**src/rtl/axis_uart_fifo_transceiver.sv**
```systemverilog
// AXI-Stream UART: TX/RX FIFOs, 16x-oversampled receiver, run-time baud divisor, sticky RX errors.
// Define UART_LOOPBACK_EN to add loopback_en (TX stream fed to RX internally, uart_tx held high).

module axis_uart_fifo_transceiver_fifo #(
    parameter int WIDTH = 8,
    parameter int DEPTH = 16
) (
    input  logic                   clk,
    input  logic                   rst_n,
    input  logic                   push,
    input  logic [WIDTH-1:0]       wdata,
    input  logic                   pop,
    output logic [WIDTH-1:0]       rdata,
    output logic                   empty,
    output logic                   full,
    output logic [$clog2(DEPTH):0] level
);
    localparam int AW = $clog2(DEPTH);
    localparam logic [AW:0] PTR_ONE = {{AW{1'b0}}, 1'b1};

    logic [WIDTH-1:0] mem [DEPTH];
    logic [AW:0]      wr_ptr_q, wr_ptr_d;
    logic [AW:0]      rd_ptr_q, rd_ptr_d;

    always_comb begin
        wr_ptr_d = push ? wr_ptr_q + PTR_ONE : wr_ptr_q;
        rd_ptr_d = pop  ? rd_ptr_q + PTR_ONE : rd_ptr_q;
    end

    always_ff @(posedge clk or negedge rst_n) begin
        if (!rst_n) begin
            wr_ptr_q <= '0;
            rd_ptr_q <= '0;
        end else begin
            wr_ptr_q <= wr_ptr_d;
            rd_ptr_q <= rd_ptr_d;
        end
    end

    always_ff @(posedge clk) begin
        if (push) begin
            mem[wr_ptr_q[AW-1:0]] <= wdata;
        end
    end

    // Head is read combinationally so the stream side sees first-word-fall-through.
    assign rdata = mem[rd_ptr_q[AW-1:0]];
    assign empty = (wr_ptr_q == rd_ptr_q);
    assign full  = (wr_ptr_q[AW] != rd_ptr_q[AW]) && (wr_ptr_q[AW-1:0] == rd_ptr_q[AW-1:0]);
    assign level = wr_ptr_q - rd_ptr_q;
endmodule

module axis_uart_fifo_transceiver #(
    parameter int DATA_BITS     = 8,
    parameter int STOP_BITS     = 1,
    parameter int PARITY        = 0,
    parameter int TX_FIFO_DEPTH = 16,
    parameter int RX_FIFO_DEPTH = 16,
    parameter int DIV_WIDTH     = 16
) (
    input  logic                             aclk,
    input  logic                             aresetn,
    input  logic [DIV_WIDTH-1:0]             baud_div,
    input  logic [DATA_BITS-1:0]             s_axis_tdata,
    input  logic                             s_axis_tvalid,
    output logic                             s_axis_tready,
    output logic [DATA_BITS-1:0]             m_axis_tdata,
    output logic                             m_axis_tvalid,
    input  logic                             m_axis_tready,
    input  logic                             uart_rx,
`ifdef UART_LOOPBACK_EN
    input  logic                             loopback_en,
`endif
    output logic                             uart_tx,
    output logic                             tx_busy,
    output logic [$clog2(TX_FIFO_DEPTH):0]   tx_level,
    output logic [$clog2(RX_FIFO_DEPTH):0]   rx_level,
    input  logic                             err_clear,
    output logic                             rx_err_frame,
    output logic                             rx_err_parity,
    output logic                             rx_err_overrun
);
    localparam logic [DIV_WIDTH-1:0] DIV_ONE   = {{(DIV_WIDTH-1){1'b0}}, 1'b1};
    localparam logic [3:0]           LAST_DATA = 4'(DATA_BITS - 1);
    localparam logic [3:0]           LAST_STOP = 4'(STOP_BITS - 1);

    typedef enum logic [2:0] {TX_IDLE, TX_START, TX_DATA, TX_PARITY, TX_STOP} tx_state_t;
    typedef enum logic [2:0] {RX_IDLE, RX_START, RX_DATA, RX_PARITY, RX_STOP, RX_WAIT} rx_state_t;

    function automatic logic par_bit(input logic [DATA_BITS-1:0] d);
        return (PARITY == 1) ? ~(^d) : (^d);
    endfunction

    logic [DIV_WIDTH-1:0] div_eff;
    assign div_eff = (baud_div == '0) ? DIV_ONE : baud_div;

    // FIFOs
    logic                 tx_push, tx_pop, tx_empty, tx_full;
    logic [DATA_BITS-1:0] tx_head;
    logic                 rx_push, rx_pop, rx_empty, rx_full;
    logic [DATA_BITS-1:0] rx_head;

    axis_uart_fifo_transceiver_fifo #(.WIDTH(DATA_BITS), .DEPTH(TX_FIFO_DEPTH)) u_tx_fifo (
        .clk(aclk), .rst_n(aresetn), .push(tx_push), .wdata(s_axis_tdata), .pop(tx_pop),
        .rdata(tx_head), .empty(tx_empty), .full(tx_full), .level(tx_level)
    );

    logic [DATA_BITS-1:0] rx_shift_q, rx_shift_d;

    axis_uart_fifo_transceiver_fifo #(.WIDTH(DATA_BITS), .DEPTH(RX_FIFO_DEPTH)) u_rx_fifo (
        .clk(aclk), .rst_n(aresetn), .push(rx_push), .wdata(rx_shift_q), .pop(rx_pop),
        .rdata(rx_head), .empty(rx_empty), .full(rx_full), .level(rx_level)
    );

    // tready stays low while reset is asserted, then follows FIFO space.
    logic rdy_q, rdy_d;
    assign rdy_d         = 1'b1;
    assign s_axis_tready = rdy_q & ~tx_full;
    assign tx_push       = s_axis_tvalid & s_axis_tready;
    assign m_axis_tvalid = ~rx_empty;
    assign m_axis_tdata  = rx_empty ? '0 : rx_head;
    assign rx_pop        = m_axis_tvalid & m_axis_tready;

    // TX datapath
    tx_state_t            tx_state_q, tx_state_d;
    logic [DATA_BITS-1:0] tx_shift_q, tx_shift_d;
    logic                 tx_par_q, tx_par_d;
    logic [DIV_WIDTH-1:0] tx_div_lat_q, tx_div_lat_d, tx_div_cnt_q, tx_div_cnt_d;
    logic [3:0]           tx_sub_q, tx_sub_d, tx_bit_q, tx_bit_d;
    logic                 tx_line_q, tx_line_d;
    logic                 tx_tick, tx_bit_end, tx_load;

    always_comb begin
        tx_state_d   = tx_state_q;
        tx_shift_d   = tx_shift_q;
        tx_par_d     = tx_par_q;
        tx_div_lat_d = tx_div_lat_q;
        tx_div_cnt_d = tx_div_cnt_q;
        tx_sub_d     = tx_sub_q;
        tx_bit_d     = tx_bit_q;
        tx_load      = 1'b0;
        tx_tick      = (tx_state_q != TX_IDLE) && (tx_div_cnt_q == '0);
        tx_bit_end   = tx_tick && (tx_sub_q == 4'd15);
        if (tx_state_q != TX_IDLE) begin
            if (tx_tick) begin
                tx_div_cnt_d = tx_div_lat_q - DIV_ONE;
                tx_sub_d     = tx_sub_q + 4'd1;
            end else begin
                tx_div_cnt_d = tx_div_cnt_q - DIV_ONE;
            end
        end
        case (tx_state_q)
            TX_IDLE:   tx_load = ~tx_empty;
            TX_START:  if (tx_bit_end) begin
                           tx_state_d = TX_DATA;
                           tx_bit_d   = '0;
                       end
            TX_DATA:   if (tx_bit_end) begin
                           tx_shift_d = tx_shift_q >> 1;
                           if (tx_bit_q == LAST_DATA) begin
                               tx_bit_d   = '0;
                               tx_state_d = (PARITY == 0) ? TX_STOP : TX_PARITY;
                           end else begin
                               tx_bit_d = tx_bit_q + 4'd1;
                           end
                       end
            TX_PARITY: if (tx_bit_end) tx_state_d = TX_STOP;
            TX_STOP:   if (tx_bit_end) begin
                           if (tx_bit_q == LAST_STOP) begin
                               // Chain straight into the next frame so there is no idle gap.
                               if (!tx_empty) tx_load = 1'b1;
                               else           tx_state_d = TX_IDLE;
                           end else begin
                               tx_bit_d = tx_bit_q + 4'd1;
                           end
                       end
            default:   tx_state_d = TX_IDLE;
        endcase
        if (tx_load) begin
            tx_state_d   = TX_START;
            tx_shift_d   = tx_head;
            tx_par_d     = par_bit(tx_head);
            tx_div_lat_d = div_eff;
            tx_div_cnt_d = div_eff - DIV_ONE;
            tx_sub_d     = '0;
            tx_bit_d     = '0;
        end
        case (tx_state_d)
            TX_START:  tx_line_d = 1'b0;
            TX_DATA:   tx_line_d = tx_shift_d[0];
            TX_PARITY: tx_line_d = tx_par_d;
            default:   tx_line_d = 1'b1;
        endcase
    end

    assign tx_pop  = tx_load;
    assign tx_busy = ~tx_empty | (tx_state_q != TX_IDLE);

    // RX input select and synchroniser
    logic rx_in;
`ifdef UART_LOOPBACK_EN
    assign rx_in   = loopback_en ? tx_line_q : uart_rx;
    assign uart_tx = loopback_en ? 1'b1 : tx_line_q;
`else
    assign rx_in   = uart_rx;
    assign uart_tx = tx_line_q;
`endif

    logic rx_s1_q, rx_s2_q, rx_prev_q;

    rx_state_t            rx_state_q, rx_state_d;
    logic                 rx_par_q, rx_par_d;
    logic [DIV_WIDTH-1:0] rx_div_lat_q, rx_div_lat_d, rx_div_cnt_q, rx_div_cnt_d;
    logic [3:0]           rx_sub_q, rx_sub_d, rx_bit_q, rx_bit_d;
    logic                 rx_run, rx_tick, rx_sample;
    logic                 frame_set, parity_set, overrun_set;
    logic                 err_frame_q, err_frame_d, err_parity_q, err_parity_d;
    logic                 err_overrun_q, err_overrun_d;

    always_comb begin
        rx_state_d   = rx_state_q;
        rx_shift_d   = rx_shift_q;
        rx_par_d     = rx_par_q;
        rx_div_lat_d = rx_div_lat_q;
        rx_div_cnt_d = rx_div_cnt_q;
        rx_sub_d     = rx_sub_q;
        rx_bit_d     = rx_bit_q;
        rx_push      = 1'b0;
        frame_set    = 1'b0;
        parity_set   = 1'b0;
        overrun_set  = 1'b0;
        rx_run       = (rx_state_q != RX_IDLE) && (rx_state_q != RX_WAIT);
        rx_tick      = rx_run && (rx_div_cnt_q == '0);
        rx_sample    = rx_tick && (rx_sub_q == 4'd15);
        if (rx_run) begin
            if (rx_tick) begin
                rx_div_cnt_d = rx_div_lat_q - DIV_ONE;
                rx_sub_d     = rx_sub_q + 4'd1;
            end else begin
                rx_div_cnt_d = rx_div_cnt_q - DIV_ONE;
            end
        end
        case (rx_state_q)
            RX_IDLE:   if (rx_prev_q && !rx_s2_q) begin
                           rx_state_d   = RX_START;
                           rx_div_lat_d = div_eff;
                           rx_div_cnt_d = div_eff - DIV_ONE;
                           rx_sub_d     = '0;
                       end
            // Mid-start check; later samples land every 16 ticks from here.
            RX_START:  if (rx_tick && rx_sub_q == 4'd7) begin
                           rx_sub_d   = '0;
                           rx_bit_d   = '0;
                           rx_state_d = rx_s2_q ? RX_IDLE : RX_DATA;
                       end
            RX_DATA:   if (rx_sample) begin
                           rx_shift_d = {rx_s2_q, rx_shift_q[DATA_BITS-1:1]};
                           if (rx_bit_q == LAST_DATA) begin
                               rx_bit_d   = '0;
                               rx_state_d = (PARITY == 0) ? RX_STOP : RX_PARITY;
                           end else begin
                               rx_bit_d = rx_bit_q + 4'd1;
                           end
                       end
            RX_PARITY: if (rx_sample) begin
                           rx_par_d   = rx_s2_q;
                           rx_state_d = RX_STOP;
                       end
            RX_STOP:   if (rx_sample) begin
                           if (!rx_s2_q) begin
                               frame_set  = 1'b1;
                               rx_state_d = RX_WAIT;
                           end else begin
                               rx_state_d = RX_IDLE;
                               if (PARITY != 0 && rx_par_q != par_bit(rx_shift_q)) parity_set = 1'b1;
                               else if (rx_full && !rx_pop)                        overrun_set = 1'b1;
                               else                                                rx_push = 1'b1;
                           end
                       end
            RX_WAIT:   if (rx_s2_q) rx_state_d = RX_IDLE;
            default:   rx_state_d = RX_IDLE;
        endcase
        err_frame_d   = (err_frame_q   & ~err_clear) | frame_set;
        err_parity_d  = (err_parity_q  & ~err_clear) | parity_set;
        err_overrun_d = (err_overrun_q & ~err_clear) | overrun_set;
    end

    assign rx_err_frame   = err_frame_q;
    assign rx_err_parity  = err_parity_q;
    assign rx_err_overrun = err_overrun_q;

    always_ff @(posedge aclk or negedge aresetn) begin
        if (!aresetn) begin
            rdy_q         <= 1'b0;
            tx_state_q    <= TX_IDLE;
            tx_shift_q    <= '0;
            tx_par_q      <= 1'b0;
            tx_div_lat_q  <= DIV_ONE;
            tx_div_cnt_q  <= '0;
            tx_sub_q      <= '0;
            tx_bit_q      <= '0;
            tx_line_q     <= 1'b1;
            rx_s1_q       <= 1'b1;
            rx_s2_q       <= 1'b1;
            rx_prev_q     <= 1'b1;
            rx_state_q    <= RX_IDLE;
            rx_shift_q    <= '0;
            rx_par_q      <= 1'b0;
            rx_div_lat_q  <= DIV_ONE;
            rx_div_cnt_q  <= '0;
            rx_sub_q      <= '0;
            rx_bit_q      <= '0;
            err_frame_q   <= 1'b0;
            err_parity_q  <= 1'b0;
            err_overrun_q <= 1'b0;
        end else begin
            rdy_q         <= rdy_d;
            tx_state_q    <= tx_state_d;
            tx_shift_q    <= tx_shift_d;
            tx_par_q      <= tx_par_d;
            tx_div_lat_q  <= tx_div_lat_d;
            tx_div_cnt_q  <= tx_div_cnt_d;
            tx_sub_q      <= tx_sub_d;
            tx_bit_q      <= tx_bit_d;
            tx_line_q     <= tx_line_d;
            rx_s1_q       <= rx_in;
            rx_s2_q       <= rx_s1_q;
            rx_prev_q     <= rx_s2_q;
            rx_state_q    <= rx_state_d;
            rx_shift_q    <= rx_shift_d;
            rx_par_q      <= rx_par_d;
            rx_div_lat_q  <= rx_div_lat_d;
            rx_div_cnt_q  <= rx_div_cnt_d;
            rx_sub_q      <= rx_sub_d;
            rx_bit_q      <= rx_bit_d;
            err_frame_q   <= err_frame_d;
            err_parity_q  <= err_parity_d;
            err_overrun_q <= err_overrun_d;
        end
    end
endmodule
```
**config.mk**
```make
export PLATFORM = sky130hd
export DESIGN_NAME = axis_uart_fifo_transceiver
export DESIGN_NICKNAME = d
export VERILOG_FILES = /design/src/rtl/axis_uart_fifo_transceiver.sv
export SDC_FILE = /design/constraint.sdc
export NUM_CORES = 1
export LEC_CHECK = 0
export ABC_AREA = 1
export CAP_MARGIN = 20
export CELL_PAD_IN_SITES_DETAIL_PLACEMENT = 0
export CELL_PAD_IN_SITES_GLOBAL_PLACEMENT = 1
export CORE_MARGIN = 1.5
export CORE_UTILIZATION = 35
export CTS_CLUSTER_DIAMETER = 50
export DETAILED_ROUTE_END_ITERATION = 12
export MAX_ROUTING_LAYER = met4
export PLACE_DENSITY = 0.63
export REMOVE_ABC_BUFFERS = 1
export SLEW_MARGIN = 20
export SYNTH_ARGS = -nofsm -noshare
export SYNTH_HDL_FRONTEND = slang
export SYNTH_HIERARCHICAL = 1
export SYNTH_SLANG_ARGS = --single-unit
```
**constraint.sdc**
```tcl
create_clock -name aclk -period 3.5 [get_ports aclk]
set_clock_uncertainty 0.05 [all_clocks]
set_input_delay 0.525 -clock aclk [delete_from_list [all_inputs] [get_ports aclk]]
set_output_delay 0.525 -clock aclk [all_outputs]
set_load 0.01 [all_outputs]
```
==> run_results.csv <==
group,metric,value,unit
min_path,hold_class,"in2reg",
detailed_routing,drt_iter0_markers,927,
power_and_ir_drop,internal_power,9.992,mW
detailed_routing,post-route-drc-count,0,
detailed_routing,wire_per_inst,16.42,microns
detailed_routing,routed-via-count,14276,
placed_design,dp_cells,2933,
global_route,grt_pass1_vias,14246,
status,outcome,"completed",
clock_tree,clk_latency,0.60,ns
critical_path,arrival,2.75,ns
finish,final_nets,2350,
detailed_routing,wirelength,49750,microns
power_and_ir_drop,p_per_area,669.9,nW/um^2
power_and_ir_drop,switchingPower,5.157,mW
yosys,syn_inst,2186,
placed_design,hpwl,33210,microns
sta,min_period,3.322,ns
floorplanning,coreArea,54130,sq um
global_route,antenna_found_initial,0,
floorplanning,fp-row-count,85,
critical_path,worstSetupPathType,"reg2out",
yosys,netlist_area,19290,sq um
placed_design,port-buffer-count,54,
finish,diodes,0,
clock_tree,clk_path_buf_depth,3,
power_and_ir_drop,power.share.clock,35.0,%
finish,fin_util,41.78,%
detailed_routing,ant_nets,0,
sta,max_freq,301.0,MHz
yosys,ys_warn_count,6,
placed_design,place_ws,0.1445,ns
sta,rsz0062_at_grt,"false",
sta,hold_viol,0,
power_and_ir_drop,p_comb_share,28.3,%
global_route,grt_max_degree,72,
job,drv_cap,0,
yosys,avgSynthCellArea,8.824,sq um
sta,min_period_over_period,94.91,%
floorplanning,die_h,237.8,microns
floorplanning,ios,55,
detailed_routing,viasPerCell,4.712,
yosys,synthDistinctLibCells,53,
clock_tree,path_clk_slew,0.06,ns
clock_tree,numCtsBuffers,52,
critical_path,critPathCaptureType,"output pin",
global_route,grt.total_usage,18.59,%
sta,setup_viol,0,
placed_design,gp_congestion,0.8362,
sta,timing.slew.headroom,43.96,%
finish,syn_to_final_growth,17.24,%
yosys,synth_area_leader_cell,"edfxtp_1",
global_route,grt_pass1_wl,79730,microns
clock_tree,cts_max_level,2,
detailed_routing,first_pass_iters,5,
sta,hold_ws,0.2920,ns
clock_tree,cts_tree,"yes",
yosys,synthTopCellsByArea,"edfxtp_1, dfrtp_1, nand2_1",
finish,layout_commonest_cell,"nand2_1",
finish,layout_common_cells,"nand2_1, inv_1, edfxtp_1",
sta,drv_slew,0,
power_and_ir_drop,ir_worst_vdd,0.5281,mV
power_and_ir_drop,total_leakage_power,10.20,nW
clock_tree,post_cts_buffers,0,
yosys,ys_ff_latch,387,
floorplanning,fp.dieArea,56530,sq um
power_and_ir_drop,switching_share,34.04,%
yosys,seq_area_frac_synth,56.89,%
finish,drive_gt1_share,9.769,%
floorplanning,initial_core_util,35.63,%
critical_path,cp.required,2.92,ns
critical_path,path_max_fanout,33,
finish,stdcell_count,3030,
critical_path,start_kind,"register",
clock_tree,cts_sinks,387,
power_and_ir_drop,pwr-share-seq,36.7,%
global_route,gr-total-overflow,0,
clock_tree,root_buffer,"clkbuf_16",
sta,worst_slack,0.1782,ns
yosys,synth_top_cell_area_share,39.85,%
sta,tightest_slew,0.8407,ns
floorplanning,die_w,237.8,microns
-- cells in the mapped netlist (all sizes together) --
cell type	number
nand2	636
inv	384
edfxtp	256
nand3	240
nor2	165
dfrtp	125
o21ai	81
buf	62
a21oi	44
xor2	37
nand4	30
ha	26
nor3	19
clkbuf	13
o221ai	8
or2	8
xnor2	8
dfstp	6
nand3b	6
o211ai	4
o21bai	4
o22ai	4
a31oi	2
and2	2
clkinv	2
fa	2
o31ai	2
a211oi	1
a21boi	1
a21o	1
a221oi	1
a22oi	1
a2bb2oi	1
conb	1
mux2	1
mux2i	1
nor3b	1
-- state kept, by name, summed over array words and instances, names as in the netlist, 8 cells and up --
register       flops
rx_div_cnt_q      16
u_rx_fifo/mem    128
tx_div_lat_q      16
tx_shift_q         8
rx_div_lat_q      16
tx_div_cnt_q      16
u_tx_fifo/mem    128
rx_shift_q         8
-- per-layer routing --
metal	GRT usage [%]	wire [microns]
met5	-	0
met2	29.60	23430
met4	4.710	977
met3	2.717	1889
met1	24.94	23460
-- cells by family after synthesis --
kind of cell / after synthesis / share of synthesized area, %
flip-flops: 387 / 56.89
adder cells (fa/ha/maj): 28 / 1.894
buffers and inverters: 461 / 9.736
AO/OA/AOI/OAI: 155 / 4.586
other: 1 / 0.01944
XOR/XNOR: 45 / 2.043
multiplexers: 2 / 0.1103
AND/OR/NAND/NOR: 1107 / 24.73
-- timing repair --
action	CTS	global route
gates resized for setup	1	2
endpoints found under the hold margin	58	0
setup endpoints to repair	8	7
pin swaps	0	0
hold buffers	1	0
-- metrics by stage --
stage	power, mW	TNS (ns)	cell area (sq um)
detailed placement	9.957	0	20860
finish	15.15	0	22620
global route	16.12	0	22620
global placement	9.932	0	20860
CTS	15.34	0	22610
floorplan	8.330	-13.72	18870
-- power by group through the flow --
stage | combinational (mW) | clock [mW] | sequential, mW
floorplan | 2.65 | 0 | 5.68
detailed placement | 4.32 | 0 | 5.64
CTS | 4.34 | 5.45 | 5.55
global placement | 4.30 | 0 | 5.64
finish | 4.29 | 5.30 | 5.56
global route | 4.87 | 5.64 | 5.61
-- final timing paths --
| check | depth (start not counted) | end | startpoint | slack [ns] |
|---|---|---|---|---|
| worst max-delay path | 11 | m_axis_tdata[0] | u_rx_fifo/rd_ptr_q[1] | 0.18 |
| min in group asynchronous | 2 | rx_err_parity | aresetn | 0.44 |
| worst max register to register | 14 | u_rx_fifo/mem[10][0] | rx_state_q[1] | 0.57 |
| worst min-delay path | 1 | rx_s1_q | uart_rx | 0.29 |
| worst min register to register | 0 | rx_s2_q | rx_s1_q | 0.31 |
| max in group asynchronous | 3 | tx_div_lat_q[0] | aresetn | 2.03 |
-- final cells by class --
type | instances | area (sq um)
Clock inverter | 38 | 392.9
Clock buffer | 58 | 1344
Inverter | 386 | 1459
Sequential cell | 387 | 10980
Tap cell | 696 | 870.8
Timing Repair Buffer | 127 | 1130
Fill cell | 5348 | 31520
Multi-Input combinational cell | 1338 | 6444
-- critical path, cell delays in order (launching register included) --
cell and delay, ns:
dfrtp_1 0.38, inv_2 0.07, buf_4 0.37, nand3_1 0.16, nand2_1 0.09, nand2_1 0.07, nand2_1 0.10, inv_1 0.05
nand2_1 0.09, inv_1 0.04, nor2_1 0.15, clkdlybuf4s50_1 0.56
No activity file was read; power rests on OpenSTA's default activity.
